<file path="config.mk">
export PLATFORM = sky130hd
export DESIGN_NAME = perceptron_core_flat
export DESIGN_NICKNAME = d
export VERILOG_FILES = /design/src/rtl/perceptron_core_if.sv /design/src/rtl/perceptron_core.sv /design/src/flat_wrapper.sv
export SDC_FILE = /design/constraint.sdc
export NUM_CORES = 1
export LEC_CHECK = 0
export ABC_AREA = 1
export CORE_MARGIN = 2
export CORE_UTILIZATION = 50
export CTS_BUF_LIST = sky130_fd_sc_hd__clkbuf_16
export DETAILED_ROUTE_END_ITERATION = 16
export HOLD_SLACK_MARGIN = 0.12
export PLACE_DENSITY_LB_ADDON = 0.12
export SETUP_SLACK_MARGIN = 0.15
export SYNTH_ARGS = -nofsm -noshare
export SYNTH_HDL_FRONTEND = slang
export SYNTH_SLANG_ARGS = --single-unit
</file>
<file path="constraint.sdc">
create_clock -name clk_i -period 5.8 [get_ports clk_i]
set_input_delay 1.16 -clock clk_i [delete_from_list [all_inputs] [get_ports clk_i]]
set_output_delay 1.16 -clock clk_i [all_outputs]
set_load 0.1 [all_outputs]
</file>
<file path="src/rtl/perceptron_core_if.sv">
// Handshake, result and weight-write bundle for perceptron_core.
// slave = core side, master = driver side.
interface perceptron_core_if #(
  parameter int N_INPUTS = 4,
  parameter int DATA_W   = 8,
  parameter int WEIGHT_W = 8,
  parameter int ACC_W    = 20
);
  localparam int ADDR_W = $clog2(N_INPUTS + 1);

  logic                       x_valid_i;
  logic                       x_ready_o;
  logic [N_INPUTS*DATA_W-1:0] x_i;
  logic                       train_i;
  logic                       target_i;
  logic                       y_valid_o;
  logic                       y_ready_i;
  logic                       y_o;
  logic signed [ACC_W-1:0]    sum_o;
  logic                       w_wr_i;
  logic [ADDR_W-1:0]          w_addr_i;
  logic signed [WEIGHT_W-1:0] w_data_i;
  logic                       busy_o;

  modport slave (
    input  x_valid_i, x_i, train_i, target_i,
    input  y_ready_i, w_wr_i, w_addr_i, w_data_i,
    output x_ready_o, y_valid_o, y_o, sum_o, busy_o
  );

  modport master (
    output x_valid_i, x_i, train_i, target_i,
    output y_ready_i, w_wr_i, w_addr_i, w_data_i,
    input  x_ready_o, y_valid_o, y_o, sum_o, busy_o
  );
endinterface

</file>
<file path="src/rtl/perceptron_core.sv">
// Sequential single-neuron perceptron, one MAC per cycle.
// Define PERCEPTRON_TRAIN_EN to build in perceptron-rule training.
module perceptron_core #(
  parameter int N_INPUTS = 4,
  parameter int DATA_W   = 8,
  parameter int WEIGHT_W = 8,
  parameter int ACC_W    = 20,
  parameter int LR_SHIFT = 0
) (
  input logic              clk_i,
  input logic              reset_i,
  perceptron_core_if.slave bus
);
  localparam int ADDR_W = $clog2(N_INPUTS + 1);
  localparam int PROD_W = DATA_W + WEIGHT_W;
  localparam int SUM_W  = ((ACC_W > PROD_W) ? ACC_W : PROD_W) + 1;
  localparam int UPD_W  = ((DATA_W > WEIGHT_W) ? DATA_W : WEIGHT_W) + 2;
  localparam logic [ADDR_W-1:0] LAST = ADDR_W'(N_INPUTS);

  localparam logic signed [SUM_W-1:0] ACC_MAX =
    SUM_W'({1'b0, {(ACC_W-1){1'b1}}});
  localparam logic signed [SUM_W-1:0] ACC_MIN = -ACC_MAX - 1'b1;

  typedef enum logic [2:0] {IDLE, MAC, ACT, UPDATE, OUT} state_t;

  state_t                     state;
  logic [ADDR_W-1:0]          idx;
  logic signed [WEIGHT_W-1:0] w_q [N_INPUTS+1];
  logic signed [DATA_W-1:0]   x_q [N_INPUTS+1];
  logic signed [ACC_W-1:0]    acc;
  logic signed [PROD_W-1:0]   prod;
  logic                       y_q;
  logic signed [ACC_W-1:0]    sum_q;
  logic                       y_valid_q;
  logic                       x_ready_q;
  logic                       busy_q;

  logic signed [WEIGHT_W-1:0] w_cur;
  logic signed [DATA_W-1:0]   x_cur;
  logic signed [PROD_W-1:0]   prod_c;
  logic signed [SUM_W-1:0]    acc_sum;
  logic signed [ACC_W-1:0]    acc_sat;
  logic signed [WEIGHT_W-1:0] bias_init;
  logic                       wr_ok;
  logic                       y_next;

  assign bus.x_ready_o = x_ready_q;
  assign bus.y_valid_o = y_valid_q;
  assign bus.y_o       = y_q;
  assign bus.sum_o     = sum_q;
  assign bus.busy_o    = busy_q;

  assign wr_ok  = bus.w_wr_i && (bus.w_addr_i <= LAST);
  assign y_next = ~acc[ACC_W-1];

  // A same-cycle bias write must already be seen by the accumulator init.
  assign bias_init = (bus.w_wr_i && bus.w_addr_i == LAST) ?
                     bus.w_data_i : w_q[N_INPUTS];

  // Product is registered, so the add lags the multiply by one cycle.
  always_comb begin
    w_cur   = w_q[idx];
    x_cur   = x_q[idx];
    prod_c  = PROD_W'(w_cur) * PROD_W'(x_cur);
    acc_sum = SUM_W'(acc) + SUM_W'(prod);
    if (acc_sum > ACC_MAX)
      acc_sat = ACC_MAX[ACC_W-1:0];
    else if (acc_sum < ACC_MIN)
      acc_sat = ACC_MIN[ACC_W-1:0];
    else
      acc_sat = acc_sum[ACC_W-1:0];
  end

`ifdef PERCEPTRON_TRAIN_EN
  localparam logic signed [UPD_W-1:0] W_MAX =
    UPD_W'({1'b0, {(WEIGHT_W-1){1'b1}}});
  localparam logic signed [UPD_W-1:0] W_MIN = -W_MAX - 1'b1;

  logic                       train_q;
  logic                       target_q;
  logic signed [UPD_W-1:0]    step;
  logic signed [UPD_W-1:0]    w_sum;
  logic signed [WEIGHT_W-1:0] w_new;

  // err is +/-1; y_q=1 means target was 0, so the step is subtracted.
  always_comb begin
    if (idx == LAST)
      step = {{(UPD_W-1){1'b0}}, 1'b1};
    else
      step = UPD_W'(x_cur) >>> LR_SHIFT;
    w_sum = y_q ? (UPD_W'(w_cur) - step) : (UPD_W'(w_cur) + step);
    if (w_sum > W_MAX)
      w_new = W_MAX[WEIGHT_W-1:0];
    else if (w_sum < W_MIN)
      w_new = W_MIN[WEIGHT_W-1:0];
    else
      w_new = w_sum[WEIGHT_W-1:0];
  end
`else
  logic unused_train;
  assign unused_train = ^{bus.train_i, bus.target_i, LR_SHIFT[0]};
`endif

  always_ff @(posedge clk_i) begin
    if (reset_i) begin
      state     <= IDLE;
      idx       <= '0;
      acc       <= '0;
      prod      <= '0;
      y_q       <= 1'b0;
      sum_q     <= '0;
      y_valid_q <= 1'b0;
      x_ready_q <= 1'b1;
      busy_q    <= 1'b0;
      for (int i = 0; i <= N_INPUTS; i++) begin
        w_q[i] <= '0;
        x_q[i] <= '0;
      end
`ifdef PERCEPTRON_TRAIN_EN
      train_q  <= 1'b0;
      target_q <= 1'b0;
`endif
    end else begin
      unique case (state)
        IDLE: begin
          if (wr_ok)
            w_q[bus.w_addr_i] <= bus.w_data_i;
          if (bus.x_valid_i) begin
            for (int i = 0; i < N_INPUTS; i++)
              x_q[i] <= bus.x_i[i*DATA_W +: DATA_W];
`ifdef PERCEPTRON_TRAIN_EN
            train_q  <= bus.train_i;
            target_q <= bus.target_i;
`endif
            acc       <= ACC_W'(bias_init);
            prod      <= '0;
            idx       <= '0;
            x_ready_q <= 1'b0;
            busy_q    <= 1'b1;
            state     <= MAC;
          end
        end
        MAC: begin
          prod <= prod_c;
          acc  <= acc_sat;
          if (idx == LAST) begin
            idx   <= '0;
            state <= ACT;
          end else begin
            idx <= idx + 1'b1;
          end
        end
        ACT: begin
          y_q   <= y_next;
          sum_q <= acc;
`ifdef PERCEPTRON_TRAIN_EN
          if (train_q && (target_q != y_next)) begin
            state <= UPDATE;
          end else begin
            y_valid_q <= 1'b1;
            state     <= OUT;
          end
`else
          y_valid_q <= 1'b1;
          state     <= OUT;
`endif
        end
`ifdef PERCEPTRON_TRAIN_EN
        UPDATE: begin
          w_q[idx] <= w_new;
          if (idx == LAST) begin
            idx       <= '0;
            y_valid_q <= 1'b1;
            state     <= OUT;
          end else begin
            idx <= idx + 1'b1;
          end
        end
`endif
        OUT: begin
          if (bus.y_ready_i) begin
            y_valid_q <= 1'b0;
            x_ready_q <= 1'b1;
            busy_q    <= 1'b0;
            state     <= IDLE;
          end
        end
        default: state <= IDLE;
      endcase
    end
  end
endmodule

</file>
<file path="src/flat_wrapper.sv">
// flat-port wrapper written by rule: the top's interface ports become plain ports
module perceptron_core_flat 
#(
  parameter int N_INPUTS = 4,
  parameter int DATA_W   = 8,
  parameter int WEIGHT_W = 8,
  parameter int ACC_W    = 20,
  parameter int LR_SHIFT = 0
)
  (clk_i, reset_i, bus_x_valid_i, bus_x_i, bus_train_i, bus_target_i, bus_y_ready_i, bus_w_wr_i, bus_w_addr_i, bus_w_data_i, bus_x_ready_o, bus_y_valid_o, bus_y_o, bus_sum_o, bus_busy_o);
  perceptron_core_if #(.N_INPUTS(N_INPUTS), .DATA_W(DATA_W), .WEIGHT_W(WEIGHT_W), .ACC_W(ACC_W)) bus_i ();
  input logic clk_i;
  input logic reset_i;
  input wire logic [$bits(bus_i.x_valid_i)-1:0] bus_x_valid_i;
  input wire logic [$bits(bus_i.x_i)-1:0] bus_x_i;
  input wire logic [$bits(bus_i.train_i)-1:0] bus_train_i;
  input wire logic [$bits(bus_i.target_i)-1:0] bus_target_i;
  input wire logic [$bits(bus_i.y_ready_i)-1:0] bus_y_ready_i;
  input wire logic [$bits(bus_i.w_wr_i)-1:0] bus_w_wr_i;
  input wire logic [$bits(bus_i.w_addr_i)-1:0] bus_w_addr_i;
  input wire logic [$bits(bus_i.w_data_i)-1:0] bus_w_data_i;
  output wire logic [$bits(bus_i.x_ready_o)-1:0] bus_x_ready_o;
  output wire logic [$bits(bus_i.y_valid_o)-1:0] bus_y_valid_o;
  output wire logic [$bits(bus_i.y_o)-1:0] bus_y_o;
  output wire logic [$bits(bus_i.sum_o)-1:0] bus_sum_o;
  output wire logic [$bits(bus_i.busy_o)-1:0] bus_busy_o;
  assign bus_i.x_valid_i = bus_x_valid_i;
  assign bus_i.x_i = bus_x_i;
  assign bus_i.train_i = bus_train_i;
  assign bus_i.target_i = bus_target_i;
  assign bus_i.y_ready_i = bus_y_ready_i;
  assign bus_i.w_wr_i = bus_w_wr_i;
  assign bus_i.w_addr_i = bus_w_addr_i;
  assign bus_i.w_data_i = bus_w_data_i;
  assign bus_x_ready_o = bus_i.x_ready_o;
  assign bus_y_valid_o = bus_i.y_valid_o;
  assign bus_y_o = bus_i.y_o;
  assign bus_sum_o = bus_i.sum_o;
  assign bus_busy_o = bus_i.busy_o;
  perceptron_core #(.N_INPUTS(N_INPUTS), .DATA_W(DATA_W), .WEIGHT_W(WEIGHT_W), .ACC_W(ACC_W), .LR_SHIFT(LR_SHIFT)) u_core (.clk_i(clk_i), .reset_i(reset_i), .bus(bus_i));
endmodule
</file>
==> key figures, run 1 <==
Yosys
  – Fraction of registers with async set or reset after synthesis: 0%
  – Post-synth EDFFs: slightly above 70
  – Portion of synthesized cell area occupied by the leading cell type: 22.2%
  – Post-synthesis area per instance: ~8 um^2
  – Cells after synthesis: between 1k and 1.5k
  – Warnings, synthesis: 0
  – Most area-consuming cells after synthesis: sky130_fd_sc_hd__edfxtp_1 (22%), sky130_fd_sc_hd__dfxtp_1 (14%), sky130_fd_sc_hd__fa_1 (12%), sky130_fd_sc_hd__nand2_1 (10%), sky130_fd_sc_hd__inv_1 (8.2%)
  – Biggest area consumer among synthesized cells: sky130_fd_sc_hd__edfxtp_1
  – Synth Cell Area: ~9700 um^2
  – Distinct cells, synth: 46
  – Portion of the post-synthesis area used by sequential elements: 36.4%
  – Mapped Nets: 1,400
  – Flops & latches, synth: 141
  – Most used flip-flop cell after synthesis: sky130_fd_sc_hd__edfxtp_1

Global route
  – Congestion Overflow GR: 0
  – Maximum number of pins on one net before global-route repair: 44
  – Global Route Usage Sum: 23.9%
  – Antenna violations before repair: 0
  – Via count of the first global-routing pass: about 7.7k
  – Global-route wire length before repair: between 30 and 40 mm

Floorplan
  – I/O Pins: 74
  – Standard-cell row count: ~50
  – Die H: 144 um
  – Die X-Extent: around 140 um
  – Initial Utilization: approximately half
  – Die Outline Area: between 20,000 and 25,000 um^2
  – Core area: a little under 20,000 um^2

Drt
  – Total number of vias: 8,081
  – Post-Route WL: roughly 23 mm
  – Starting DRC count in detailed routing: about 570
  – Post-route DRC violation count: 0
  – Pre-antenna DRT Iters: 7
  – Count of antenna-violating nets left after detailed routing: 0
  – Average routed wire per standard cell: 14.6 um
  – Per-cell via count in the routed design: between 5 and 6

Clock network
  – Setup bufs post-CTS: 0
  – Clock latency reported for the late side of the worst-skew pair: ~0.44 ns
  – CTS root buffer: sky130_fd_sc_hd__clkbuf_16
  – Total CTS buffers: 17
  – CTS tree: built
  – # H-tree levels: 4
  – Clock sinks: 141
  – CTS clk-pin slew, worst paths: around 0.070 ns
  – Longest Clk Path Bufs: 2

Final layout
  – Finished Core Util: 59.1%
  – Net count, final: 1,483
  – Signed area change from the synthesized netlist to the final layout: 17.0%
  – Inserted Diodes: 0
  – Total non-filler cell area in the finished layout: approximately 11,000 um^2
  – Share of post-route cells with drive strength above 1: ~8.4%

Timing
  – Hold violation count in the final report: 0
  – Maximum operating frequency: between 150 and 200 MHz
  – Time the final worst path needs with I/O delays and setup: approximately 5.2 ns
  – Max-slew violation count: 0
  – Hold Slack: 0.457 ns
  – Max_slew headroom: about 25%
  – Setup violators final: 0
  – Final sum of negative setup slack: 0 ns
  – RSZ-0062 raised after global routing: false
  – Clock skew after layout: between 0.009 and 0.01 ns
  – Final critical-path share of the clock period: about 90%
  – Worst slew pin tran: between 1 and 1.5 ns

Worst hold path
  – Type of the worst min-delay path: reg2reg
  – Number of stages on the worst hold path: 2

Run status
  – Status: finished, final reports clean

Setup path
  – Data arrival time at the worst-slack endpoint: between 5 and 6 ns
  – Worst setup path endpoint: u_core.prod[13]
  – Endpoint of the most critical register-to-register path: u_core.prod[13]
  – Register-to-register setup slack: between 0.5 and 0.6 ns
  – Startpoint-to-endpoint class of the critical path: reg2reg
  – Critical Path End Type: register
  – Data required, critical path: 6.09 ns
  – Startpoint types: register
  – Reg2reg path depth: 21
  – Critical path peak fanout: 32

Placed design
  – Placed instance area: 10,800 um^2
  – Weighted congestion reported at the end of routability-driven placement: between 0.9 and 1
  – Count of buffers inserted at the top-level ports: 71
  – Total half-perimeter wirelength after legalization and detailed placement: 17.5 mm

Job
  – Total of max-cap violations: 0
-- per-stage QoR --
stage / setup WS (ns) / std cells
global placement: 0.638 / 1572
finish: 0.554 / 1604
global route: 0.188 / 1604
detailed placement: 0.555 / 1572
floorplan: 0.935 / 1243
CTS: 0.557 / 1604
-- placed cells by master (no fill, tap or decap), types with 9 or more instances in the layout --
cell type,count
sky130_fd_sc_hd__nand2_1,260
sky130_fd_sc_hd__inv_1,213
sky130_fd_sc_hd__nor2_1,199
sky130_fd_sc_hd__a21oi_1,76
sky130_fd_sc_hd__edfxtp_1,72
sky130_fd_sc_hd__clkdlybuf4s50_1,70
sky130_fd_sc_hd__dfxtp_1,69
sky130_fd_sc_hd__o21ai_0,63
sky130_fd_sc_hd__fa_1,56
sky130_fd_sc_hd__ha_1,51
sky130_fd_sc_hd__nand3_1,30
sky130_fd_sc_hd__buf_4,27
sky130_fd_sc_hd__clkbuf_16,17
sky130_fd_sc_hd__nand2_2,16
sky130_fd_sc_hd__xor2_1,12
sky130_fd_sc_hd__a21oi_2,11
sky130_fd_sc_hd__xnor2_1,9
-- worst min path at each step --
stage / to / startpoint
2_1_floorplan: u_core.bus.sum_o[10] / u_core.acc[10]
3_3_place_gp: u_core.bus.busy_o / u_core.bus.busy_o
4_1_cts: u_core.bus.busy_o / u_core.bus.busy_o
5_1_grt: u_core.bus.busy_o / u_core.bus.busy_o
6_report: u_core.bus.busy_o / u_core.bus.busy_o
3_5_place_dp: u_core.bus.busy_o / u_core.bus.busy_o
-- area by class of cell --
| cell class | instances | area [um^2] |
|---|---|---|
| clock buffer | 17 | 425 |
| inverter | 219 | 822 |
| sequential | 141 | 3540 |
| fill | 1851 | 7880 |
| tap | 265 | 332 |
| timing repair buffer | 98 | 908 |
| clock inverter | 15 | 149 |
| multi-input combinational | 849 | 5220 |
-- routing by layer --
layer | wire, um | vias to the layer above | GRT usage [%] | share of wire [%]
met4 | 216 | 0 | 4.23 | 0.92
met5 | 0 | - | 0 | 0
met2 | 10500 | 211 | 37.0 | 45
met3 | 1280 | 23 | 4.83 | 5.5
met1 | 11400 | 3760 | 35.3 | 49
li1 | - | 4087 | - | -
-- critical path, cell delays in order, from the launching register on --
cell,delay [ns]
sky130_fd_sc_hd__dfxtp_1,0.32
sky130_fd_sc_hd__inv_1,0.05
sky130_fd_sc_hd__buf_4,0.30
sky130_fd_sc_hd__nand2_1,0.09
sky130_fd_sc_hd__a32oi_1,0.40
sky130_fd_sc_hd__inv_1,0.24
sky130_fd_sc_hd__nor2_1,0.18
sky130_fd_sc_hd__fa_1,0.46
sky130_fd_sc_hd__fa_1,0.52
sky130_fd_sc_hd__fa_1,0.54
sky130_fd_sc_hd__inv_1,0.06
sky130_fd_sc_hd__fa_1,0.53
sky130_fd_sc_hd__inv_1,0.04
sky130_fd_sc_hd__ha_1,0.36
sky130_fd_sc_hd__nand2_1,0.09
sky130_fd_sc_hd__nor3_1,0.21
sky130_fd_sc_hd__nand2_1,0.08
sky130_fd_sc_hd__nand2_1,0.10
sky130_fd_sc_hd__a31oi_1,0.10
sky130_fd_sc_hd__or2_2,0.28
sky130_fd_sc_hd__nand3_1,0.07
sky130_fd_sc_hd__a21oi_1,0.06
-- Yosys cell counts, types with 9 or more instances --
cell type                    n
sky130_fd_sc_hd__ha_1       51
sky130_fd_sc_hd__nand2_1   260
sky130_fd_sc_hd__xor2_1     12
sky130_fd_sc_hd__a21oi_1    76
sky130_fd_sc_hd__nand2_2    16
sky130_fd_sc_hd__nor2_1    199
sky130_fd_sc_hd__nand3_1    30
sky130_fd_sc_hd__clkbuf_1   23
sky130_fd_sc_hd__o21ai_0    63
sky130_fd_sc_hd__xnor2_1     9
sky130_fd_sc_hd__edfxtp_1   72
sky130_fd_sc_hd__dfxtp_1    69
sky130_fd_sc_hd__fa_1       56
sky130_fd_sc_hd__a21oi_2    11
sky130_fd_sc_hd__inv_1     213
-- kinds of logic (layout without fill, tap and decap cells) --
family / count (synthesis) / in the layout / share of synthesized area, %
flip-flops: 141 / 141 / 36.4
XOR/XNOR: 21 / 21 / 1.89
adder cells (fa/ha/maj): 107 / 107 / 18.1
AND/OR/NAND/NOR: 538 / 538 / 22.9
buffers and inverters: 253 / 349 / 10.1
AO/OA/AOI/OAI: 183 / 183 / 10.6
-- flip-flops by register name, indices dropped and copies added, names as in the netlist, 3 cells and up, named ones only --
signal	count
u_core.idx	3
u_core.state	3
u_core.w_q	40
u_core.bus.sum_o	20
u_core.x_q	32
u_core.acc	20
u_core.prod	16
-- what timing repair did --
item	CTS	global route
hold buffers	0	0
gates resized for setup	0	2
setup endpoints to repair	0	2
Power of run 1 is left out: the tool's default activity adds up to more than one toggle a clock period on the data nets, which glitch-free logic cannot reach.
==> run 2, diff against run 1 <==
--- a/config.mk
+++ b/config.mk
@@ -13,6 +13,7 @@
 export HOLD_SLACK_MARGIN = 0.12
 export PLACE_DENSITY_LB_ADDON = 0.12
 export SETUP_SLACK_MARGIN = 0.15
+export SLEW_MARGIN = 20
 export SYNTH_ARGS = -nofsm -noshare
 export SYNTH_HDL_FRONTEND = slang
 export SYNTH_SLANG_ARGS = --single-unit
==> key figures, run 2 (synthesis gave the netlist of run 1 again) <==
Timing
  – RSZ-0062 raised after global routing: false
  – Final sum of negative setup slack: 0 ns (unchanged)
  – Hold violation count in the final report: 0 (unchanged)
  – Clock skew after layout: 0.00943 ns (-0.00000158 ns)
  – Max-slew violation count: 0 (unchanged)
  – Max_slew headroom: 32.9% (+8.2 points)
  – Worst slew pin tran: 1.00 ns (-0.123 ns)
  – Maximum operating frequency: 191 MHz (about the same)
  – Time the final worst path needs with I/O delays and setup: 5.25 ns (-0.000222 ns)
  – Hold Slack: 0.459 ns (+0.00162 ns)
  – Setup violators final: 0 (unchanged)
  – Final critical-path share of the clock period: 90.4% (about the same)

Clock network
  – CTS tree: built
  – # H-tree levels: 4 (unchanged)
  – Total CTS buffers: 17 (unchanged)
  – Clock latency reported for the late side of the worst-skew pair: 0.44 ns (about the same)
  – CTS clk-pin slew, worst paths: 0.07 ns (about the same)
  – Longest Clk Path Bufs: 2 (unchanged)
  – CTS root buffer: sky130_fd_sc_hd__clkbuf_16
  – Clock sinks: 141 (unchanged)

Final layout
  – Finished Core Util: 59.1% (about the same)
  – Storage cell area: 3540 um^2 (unchanged)
  – Area taken by multi-input logic gates: 5220 um^2 (about the same)
  – Most common cell after layout, fill and taps aside: sky130_fd_sc_hd__nand2_1
  – Register with the most flip-flops: u_core.w_q
  – Share of post-route cells with drive strength above 1: 8.44% (+0.075 points)
  – Inserted Diodes: 0 (unchanged)
  – Commonest cells after routing, fill and taps aside: sky130_fd_sc_hd__nand2_1 (259), sky130_fd_sc_hd__inv_1 (213), sky130_fd_sc_hd__nor2_1 (199)
  – Signed area change from the synthesized netlist to the final layout: 17.1% (about the same)
  – Top flop regs: u_core.w_q x40, u_core.x_q x32
  – Number of flip-flops in the largest register: 40 (unchanged)
  – Fillcell total: 1,851 (unchanged)
  – Total non-filler cell area in the finished layout: 11,400 um^2 (about the same)
  – Net count, final: 1,483 (unchanged)

Drt
  – Pre-antenna DRT Iters: 5 (-2)
  – Total number of vias: 8,086 (+0.062%)
  – Count of antenna-violating nets left after detailed routing: 0 (unchanged)
  – Post-Route WL: 23.4 mm (+0.13%)
  – Starting DRC count in detailed routing: 569 (+0.35%)
  – Average routed wire per standard cell: 14.6 um (+0.13%)
  – Post-route DRC violation count: 0 (unchanged)
  – Per-cell via count in the routed design: 5.04 (about the same)

Global route
  – GRT met1 Usage: 35.3% (unchanged)
  – Grt peak-use layer: met2
  – Maximum number of pins on one net before global-route repair: 44 (unchanged)
  – Congestion Overflow GR: 0 (unchanged)
  – Global-route wire length before repair: 38.2 mm (unchanged)
  – Antenna violations before repair: 0 (unchanged)
  – Global Route Usage Sum: 23.9% (unchanged)
  – Met2 demand-to-capacity share in global routing: 37.0% (unchanged)
  – Met3 capacity usage during global routing: 4.83% (unchanged)
  – Via count of the first global-routing pass: 7,689 (unchanged)

Floorplan
  – Core area: 19,300 um^2 (unchanged)
  – Die X-Extent: 144 um (unchanged)
  – I/O Pins: 74 (unchanged)
  – Die H: 144 um (unchanged)
  – Initial Utilization: 50.5% (unchanged)
  – Die Outline Area: 20,600 um^2 (unchanged)
  – Standard-cell row count: 51 (unchanged)

Setup path
  – Data arrival time at the worst-slack endpoint: 5.54 ns (about the same)
  – Data required, critical path: 6.09 ns (about the same)
  – Startpoint types: register
  – Critical Path End Type: register
  – Startpoint-to-endpoint class of the critical path: reg2reg
  – Critical path peak fanout: 32 (unchanged)

Placed design
  – Weighted congestion reported at the end of routability-driven placement: 0.920 (unchanged)
  – Placed instance area: 10,800 um^2 (unchanged)
  – Total half-perimeter wirelength after legalization and detailed placement: 17.5 mm (unchanged)
  – Count of buffers inserted at the top-level ports: 71 (unchanged)

Run status
  – Status: finished, final reports clean

Job
  – Total of max-cap violations: 0 (unchanged)

Worst hold path
  – Type of the worst min-delay path: reg2reg
## run 2: cell counts in the layout (fill, tap and decap cells not counted)
Identical to the previous run, type by type.
## run 2: repair_timing
action | in CTS | in global routing
endpoints found under the hold margin | 0 | 0
hold buffers | 0 | 0
resized for setup | 0 | 2
endpoints found under the setup margin | 0 | 2
buffers inserted | 0 | 0
## run 2: cell type report
class	instances	share of cell area [%]
Multi-Input combinational cell	849	45.8
Sequential cell	141	31.1
Tap cell	265	2.91
Clock buffer	17	3.73
Inverter	219	7.21
Clock inverter	15	1.31
Timing Repair Buffer	98	7.97
## run 2: final timing paths
check,cells past startpoint,from,slack (ns),endpoint
min,2,u_core.bus.busy_o,0.46,u_core.bus.busy_o
max reg2reg,21,register,0.55,u_core.prod[13]
min reg2reg,2,u_core.bus.busy_o,0.46,u_core.bus.busy_o
max,21,register,0.55,u_core.prod[13]
## run 2: stage by stage
step	setup WS (ns)	cells
6_report	0.554	1604
5_1_grt	0.188	1604
4_1_cts	0.557	1604
3_5_place_dp	0.555	1572
3_3_place_gp	0.638	1572
2_1_floorplan	0.935	1243
## run 2: critical path, stage by stage, from the launching register on
cell,delay (ns)
sky130_fd_sc_hd__dfxtp_1,0.32
sky130_fd_sc_hd__inv_1,0.05
sky130_fd_sc_hd__buf_4,0.30
sky130_fd_sc_hd__nand2_1,0.09
sky130_fd_sc_hd__a32oi_1,0.40
sky130_fd_sc_hd__inv_1,0.24
sky130_fd_sc_hd__nor2_1,0.18
sky130_fd_sc_hd__fa_1,0.46
sky130_fd_sc_hd__fa_1,0.52
sky130_fd_sc_hd__fa_1,0.54
sky130_fd_sc_hd__inv_1,0.06
sky130_fd_sc_hd__fa_1,0.53
sky130_fd_sc_hd__inv_1,0.04
sky130_fd_sc_hd__ha_1,0.36
sky130_fd_sc_hd__nand2_1,0.09
sky130_fd_sc_hd__nor3_1,0.21
sky130_fd_sc_hd__nand2_1,0.08
sky130_fd_sc_hd__nand2_1,0.10
sky130_fd_sc_hd__a31oi_1,0.10
sky130_fd_sc_hd__or2_2,0.28
sky130_fd_sc_hd__nand3_1,0.07
sky130_fd_sc_hd__a21oi_1,0.06
## run 2: per-layer routing
layer	vias up	part of all wire, %
met4	0	0.96
met1	3763	48
li1	4087	-
met5	-	0
met2	211	45
met3	25	5.7
Power of run 2 is left out for the same reason.
==> run 3, diff against run 2 <==
--- a/config.mk
+++ b/config.mk
@@ -7,11 +7,12 @@
 export LEC_CHECK = 0
 export ABC_AREA = 1
 export CORE_MARGIN = 2
-export CORE_UTILIZATION = 50
+export CORE_UTILIZATION = 40
 export CTS_BUF_LIST = sky130_fd_sc_hd__clkbuf_16
 export DETAILED_ROUTE_END_ITERATION = 16
 export HOLD_SLACK_MARGIN = 0.12
 export PLACE_DENSITY_LB_ADDON = 0.12
+export REMOVE_ABC_BUFFERS = 1
 export SETUP_SLACK_MARGIN = 0.15
 export SLEW_MARGIN = 20
 export SYNTH_ARGS = -nofsm -noshare
==> key figures, run 3 (synthesis gave the netlist of run 1 again) <==
Run status
  – Status: finished, final reports clean

Global route
  – Global Route Usage Sum: 20.0% (-4.0 points)
  – Global-route wire length before repair: 40.4 mm (+5.9%)
  – Maximum number of pins on one net before global-route repair: 33 (-25%)
  – Via count of the first global-routing pass: 7,843 (+2.0%)
  – Congestion Overflow GR: 0 (unchanged)
  – Antenna violations before repair: 0 (unchanged)

Final layout
  – Fillcell total: 2,490 (+35%)
  – Inserted Diodes: 0 (unchanged)
  – Share of post-route cells with drive strength above 1: 8.36% (-0.075 points)
  – Top flop regs: u_core.w_q x40, u_core.x_q x32
  – Number of flip-flops in the largest register: 40 (unchanged)
  – Net count, final: 1,483 (unchanged)
  – Signed area change from the synthesized netlist to the final layout: 18.1%
  – Register with the most flip-flops: u_core.w_q
  – Most common cell after layout, fill and taps aside: sky130_fd_sc_hd__nand2_1
  – Commonest cells after routing, fill and taps aside: sky130_fd_sc_hd__nand2_1 (259), sky130_fd_sc_hd__inv_1 (212), sky130_fd_sc_hd__nor2_1 (199)

Drt
  – Count of antenna-violating nets left after detailed routing: 0 (unchanged)
  – Total number of vias: 7,976 (-1.4%)
  – Starting DRC count in detailed routing: 554 (-2.6%)
  – Average routed wire per standard cell: 14.7 um (+0.47%)
  – Post-route DRC violation count: 0 (unchanged)
  – Per-cell via count in the routed design: 4.80 (-4.9%)
  – Post-Route WL: 24.4 mm (+4.2%)
  – Pre-antenna DRT Iters: 4 (-1)

Setup path
  – Critical path peak fanout: 20 (-38%)
  – Startpoint types: register
  – Number of buffers and inverters on the critical path: 6 (+1)
  – Most repeated library cell on the critical path: sky130_fd_sc_hd__inv_1
  – CP delay by family, top: adder cells
  – Worst path slowest cell: sky130_fd_sc_hd__fa_1
  – Critical Path End Type: register
  – Data arrival time at the worst-slack endpoint: 5.54 ns (about the same)
  – Startpoint-to-endpoint class of the critical path: reg2reg
  – Critical path cell sequence: buf_6 -> nor2_1 -> nor2_1 -> o21ai_0 -> nand2_1 -> inv_1 -> nor2_1 -> inv_1 -> fa_1 -> inv_1 -> fa_1 -> fa_1 -> inv_1 -> fa_1 -> inv_1 -> ha_1 -> nand2_1 -> nor3_1 -> nand2_1 -> nand2_1 -> a31oi_1 -> or2_2 -> nand3_1 -> a21oi_1
  – CP max stage delay: 0.55 ns (about the same)
  – Data required, critical path: 6.10 ns (about the same)

Job
  – Total of max-cap violations: 0 (unchanged)

Floorplan
  – Standard-cell row count: 57 (+12%)
  – Die H: 160 um (+11%)
  – Die X-Extent: 160 um (+11%)
  – Core area: 24,100 um^2 (+25%)
  – Initial Utilization: 40.4% (-10 points)
  – I/O Pins: 74 (unchanged)
  – Die Outline Area: 25,600 um^2 (+24%)

Clock network
  – Total CTS buffers: 17 (unchanged)
  – CTS tree: built
  – CTS root buffer: sky130_fd_sc_hd__clkbuf_16
  – Longest Clk Path Bufs: 2 (unchanged)
  – Clock sinks: 141 (unchanged)
  – Clock latency reported for the late side of the worst-skew pair: 0.43 ns (about the same)
  – CTS clk-pin slew, worst paths: 0.07 ns (about the same)
  – # H-tree levels: 4 (unchanged)

Placed design
  – Worst setup slack after placement: 0.435 ns (-0.120 ns)
  – Total half-perimeter wirelength after legalization and detailed placement: 18.5 mm (+5.7%)
  – Count of buffers inserted at the top-level ports: 71 (unchanged)
  – Weighted congestion reported at the end of routability-driven placement: 0.886 (-3.6%)

Timing
  – Minimum setup slack in the final design: 0.555 ns (+0.00109 ns)
  – Max_slew headroom: 33.9% (+1.0 points)
  – Final critical-path share of the clock period: 90.4% (about the same)
  – Hold violation count in the final report: 0 (unchanged)
  – RSZ-0062 raised after global routing: false
  – Clock skew after layout: 0.0115 ns (+0.00206 ns)
  – Max-slew violation count: 0 (unchanged)
  – Worst slew pin tran: 0.988 ns (-0.0154 ns)
  – Maximum operating frequency: 191 MHz (about the same)
  – Hold Slack: 0.455 ns (-0.00431 ns)
  – Final sum of negative setup slack: 0 ns (unchanged)
  – Time the final worst path needs with I/O delays and setup: 5.24 ns (-0.00109 ns)
  – Setup violators final: 0 (unchanged)

Worst hold path
  – Type of the worst min-delay path: reg2reg
run 3: cell types whose count changed in the layout (fill, tap and decap cells not counted):
cell / before / now
sky130_fd_sc_hd__clkinv_4: 0 / 2
sky130_fd_sc_hd__clkinvlp_4: 3 / 1
sky130_fd_sc_hd__a32oi_1: 5 / 6
sky130_fd_sc_hd__a32oi_2: 1 / 0
sky130_fd_sc_hd__buf_4: 27 / 26
sky130_fd_sc_hd__buf_6: 0 / 1
sky130_fd_sc_hd__bufinv_16: 0 / 1
sky130_fd_sc_hd__clkinv_1: 2 / 3
sky130_fd_sc_hd__clkinvlp_2: 1 / 0
sky130_fd_sc_hd__inv_1: 213 / 212
run 3: worst paths after layout:
path                                         from                end  slack [ns]  depth (start not counted)
worst max-delay path                     register    u_core.prod[13]        0.56                         24
worst min-delay path            u_core.bus.busy_o  u_core.bus.busy_o        0.45                          2
worst max register to register           register    u_core.prod[13]        0.56                         24
worst min register to register  u_core.bus.busy_o  u_core.bus.busy_o        0.45                          2
run 3: cell type report:
class,count,area [um^2],area share [%]
sequential,141,3540,30.8
inverter,219,826,7.18
clock inverter,15,173,1.50
multi-input combinational,849,5210,45.3
timing repair buffer,98,912,7.94
tap,324,405,3.53
clock buffer,17,425,3.70
run 3: timing repair:
action	CTS	global route
setup endpoints to repair	0	4
gates resized for setup	0	4
hold buffers	0	0
buffers inserted	0	2
run 3: worst reg2reg max path, delay by kind of cell, from the launching register on:
kind            cells  cell delay [ns]
fa+ha+maj           5             2.48
simple gates       10             1.39
flops               1             0.37
buf+inv             6             0.65
compound gates      3             0.24
run 3: per-layer routing:
metal,share of wire (%),track usage [%]
met3,4.1,3.01
met4,1.1,4.63
met5,0,0
met2,44,31.1
met1,51,29.4
run 3: metrics by stage:
stage	instance area (um^2)	utilization, %	cells
after floorplan	9570	-	1209
after global placement	10900	45.1	1629
after detailed placement	10900	45.1	1629
after CTS	11500	47.6	1661
after global routing	11500	47.7	1663
final	11500	47.7	1663
Power of run 3 is left out for the same reason.
==> RTL change (flow settings as in run 2) <==
Build with the macro `PERCEPTRON_TRAIN_EN` defined.
--- a/src/rtl/perceptron_core.sv
+++ b/src/rtl/perceptron_core.sv
@@ -1,5 +1,7 @@
 // Sequential single-neuron perceptron, one MAC per cycle.
 // Define PERCEPTRON_TRAIN_EN to build in perceptron-rule training.
+`define PERCEPTRON_TRAIN_EN
+
 module perceptron_core #(
   parameter int N_INPUTS = 4,
   parameter int DATA_W   = 8,
Check against the original RTL: not equivalent (a bounded check fails within 10 cycles, from zero or initial values and one cycle with reset_i high).
==> RTL change against run 2 <==
- sequential cell count increased by 26
- synthesized area grew 18%
- via count grew 18%
- wire length rose by 28%
- cell area increased by 16%
- worst setup slack worse by 59 ps
Power is left out: the tool's default activity adds up to more than one toggle a clock period on the data nets, which glitch-free logic cannot reach.
==> RTL change: results (changes against run 2) <==
- Status: finished, final reports clean
- Hold/Removal Path Class: reg2reg
- Worst path top cell family by delay: adder cells
- Worst slew margin: 0.326 (-0.00321)
- Crit path max fanout: 20 (-38%)
- Syn nets: 1591 (+14%)
- Via count: 9522 (+18%)
- Antenna diodes: 0 (unchanged)
- Flop2flop setup slack: 490 ps (-60 ps)
- Hold path cells: 2 (unchanged)
- First-pass GRT wire length: 47700 microns (+25%)
- Routed WL: 29900 microns (+28%)
- Skew final: 21.7 ps (+12.2 ps)
- TritonRoute pass-1 iters: 6 (+1)
- Ys Warns: 0 (unchanged)
- Total GRT Usage: 0.253 (+0.0133)
- CTS buffer count: 17 (unchanged)
- Post-synth EDFFs: 96 (+33%)
- Clk_lat worst skew: 440 ps (about the same)
- CTS HTree Levels: 4 (unchanged)
- Hold Path End: u_core.target_q$_SDFFE_PP0P_
- Top post-synthesis cells by area: edfxtp_1 25%, dfxtp_1 12%, fa_1 9.9%
- Largest net degree at the start of global routing: 52 (+18%)
- IO buf count: 73 (+2.8%)
- Yosys cell types: 53 (+15%)
- Worst hold start: u_core.target_q$_SDFFE_PP0P_
- Reg clk slew, reported paths: 80 ps
- Largest registers: u_core.w_q x64, u_core.x_q x32
- Antenna violations before repair: 0 (unchanged)
- Clk buf depth: 2 (unchanged)
- Post-synthesis sequential area ratio: 0.375 (+0.0111)
- DRT iter0 DRCs: 721 (+27%)
- Share of layout cells above drive strength 1: 0.0750 (-0.00941)
- Nets@finish: 1662 (+12%)
- CP arrival: 5610 ps (+70 ps)
- WL/cell: 16.7 microns (+14%)
- Most frequent cells after synthesis: 264 x nand2_1, 220 x inv_1, 186 x nor2_1
- DP Area: 12500 sq um (+16%)
- Post-CTS Setup Inserts: 0 (unchanged)
- Root Buffer: clkbuf_16
- Placer's final routability congestion estimate: 0.959 (+4.3%)
- Syn avg cell area: 8.06 sq um (+3.0%)
- Setup CP Type: reg2reg
- DP Wirelength: 22800 microns (+30%)
- Placed Instances: 1759 (+12%)
- Vias in the first global route: 9248 (+20%)
- CP max stage delay: 550 ps
## RTL change: cell types whose count changed in the layout (fill, tap and decap cells not counted), sizes merged, moves of 13 or more
cell	before	now
a21oi	87	120
edfxtp	72	96
inv	226	239
nand3	31	54
nor2	205	188
o21ai	65	109
## RTL change: final cells by class
class,instances,area [sq um]
Clock buffer,17,425
Clock inverter,15,201
Fill cell,2081,9380
Inverter,231,890
Multi-Input combinational cell,981,6100
Sequential cell,167,4310
Tap cell,285,357
Timing Repair Buffer,95,907
Timing Repair inverter,1,8.76
## RTL change: what timing repair did
| action | 4_1_cts | 5_1_grt |
|---|---|---|
| endpoints found under the hold margin | 0 | 0 |
| resized for setup | 0 | 18 |
| endpoints found under the setup margin | 0 | 3 |
## RTL change: cell families after synthesis
logic type / synth area share
AO/OA/AOI/OAI: 0.134
XOR/XNOR: 0.0267
adder cells (fa/ha/maj): 0.166
buffers and inverters: 0.0951
flip-flops: 0.375
AND/OR/NAND/NOR: 0.204
## RTL change: metal layers
metal	vias to the layer above	GRT usage	share of wire
met3	50	0.0301	0.043
li1	4759	-	-
met1	4450	0.334	0.45
met4	0	0.0865	0.028
met2	263	0.431	0.48
met5	-	0	0
## RTL change: worst reg2reg max path: stages, from the launching register on
cell and delay, ps:
dfxtp_1 390, buf_6 220, o21ai_0 120, o21ai_0 370, nand2_1 130, o21ai_1 130
buf_4 170, nor2_1 60, fa_1 500, fa_1 520, fa_1 550, inv_1 50
fa_1 520, inv_1 40, ha_1 330, inv_1 90, nor3_1 280, a21oi_1 110
inv_1 90, a31oi_1 90, or2_2 280, nand3_1 70, a21oi_1 60
## RTL change: through the flow
step	worst slack, ps	util	hold WS, ps
floorplan	455	-	437
global placement	499	0.555	452
detailed placement	359	0.555	460
CTS	348	0.582	478
global route	139	0.585	501
finish	495	0.585	479
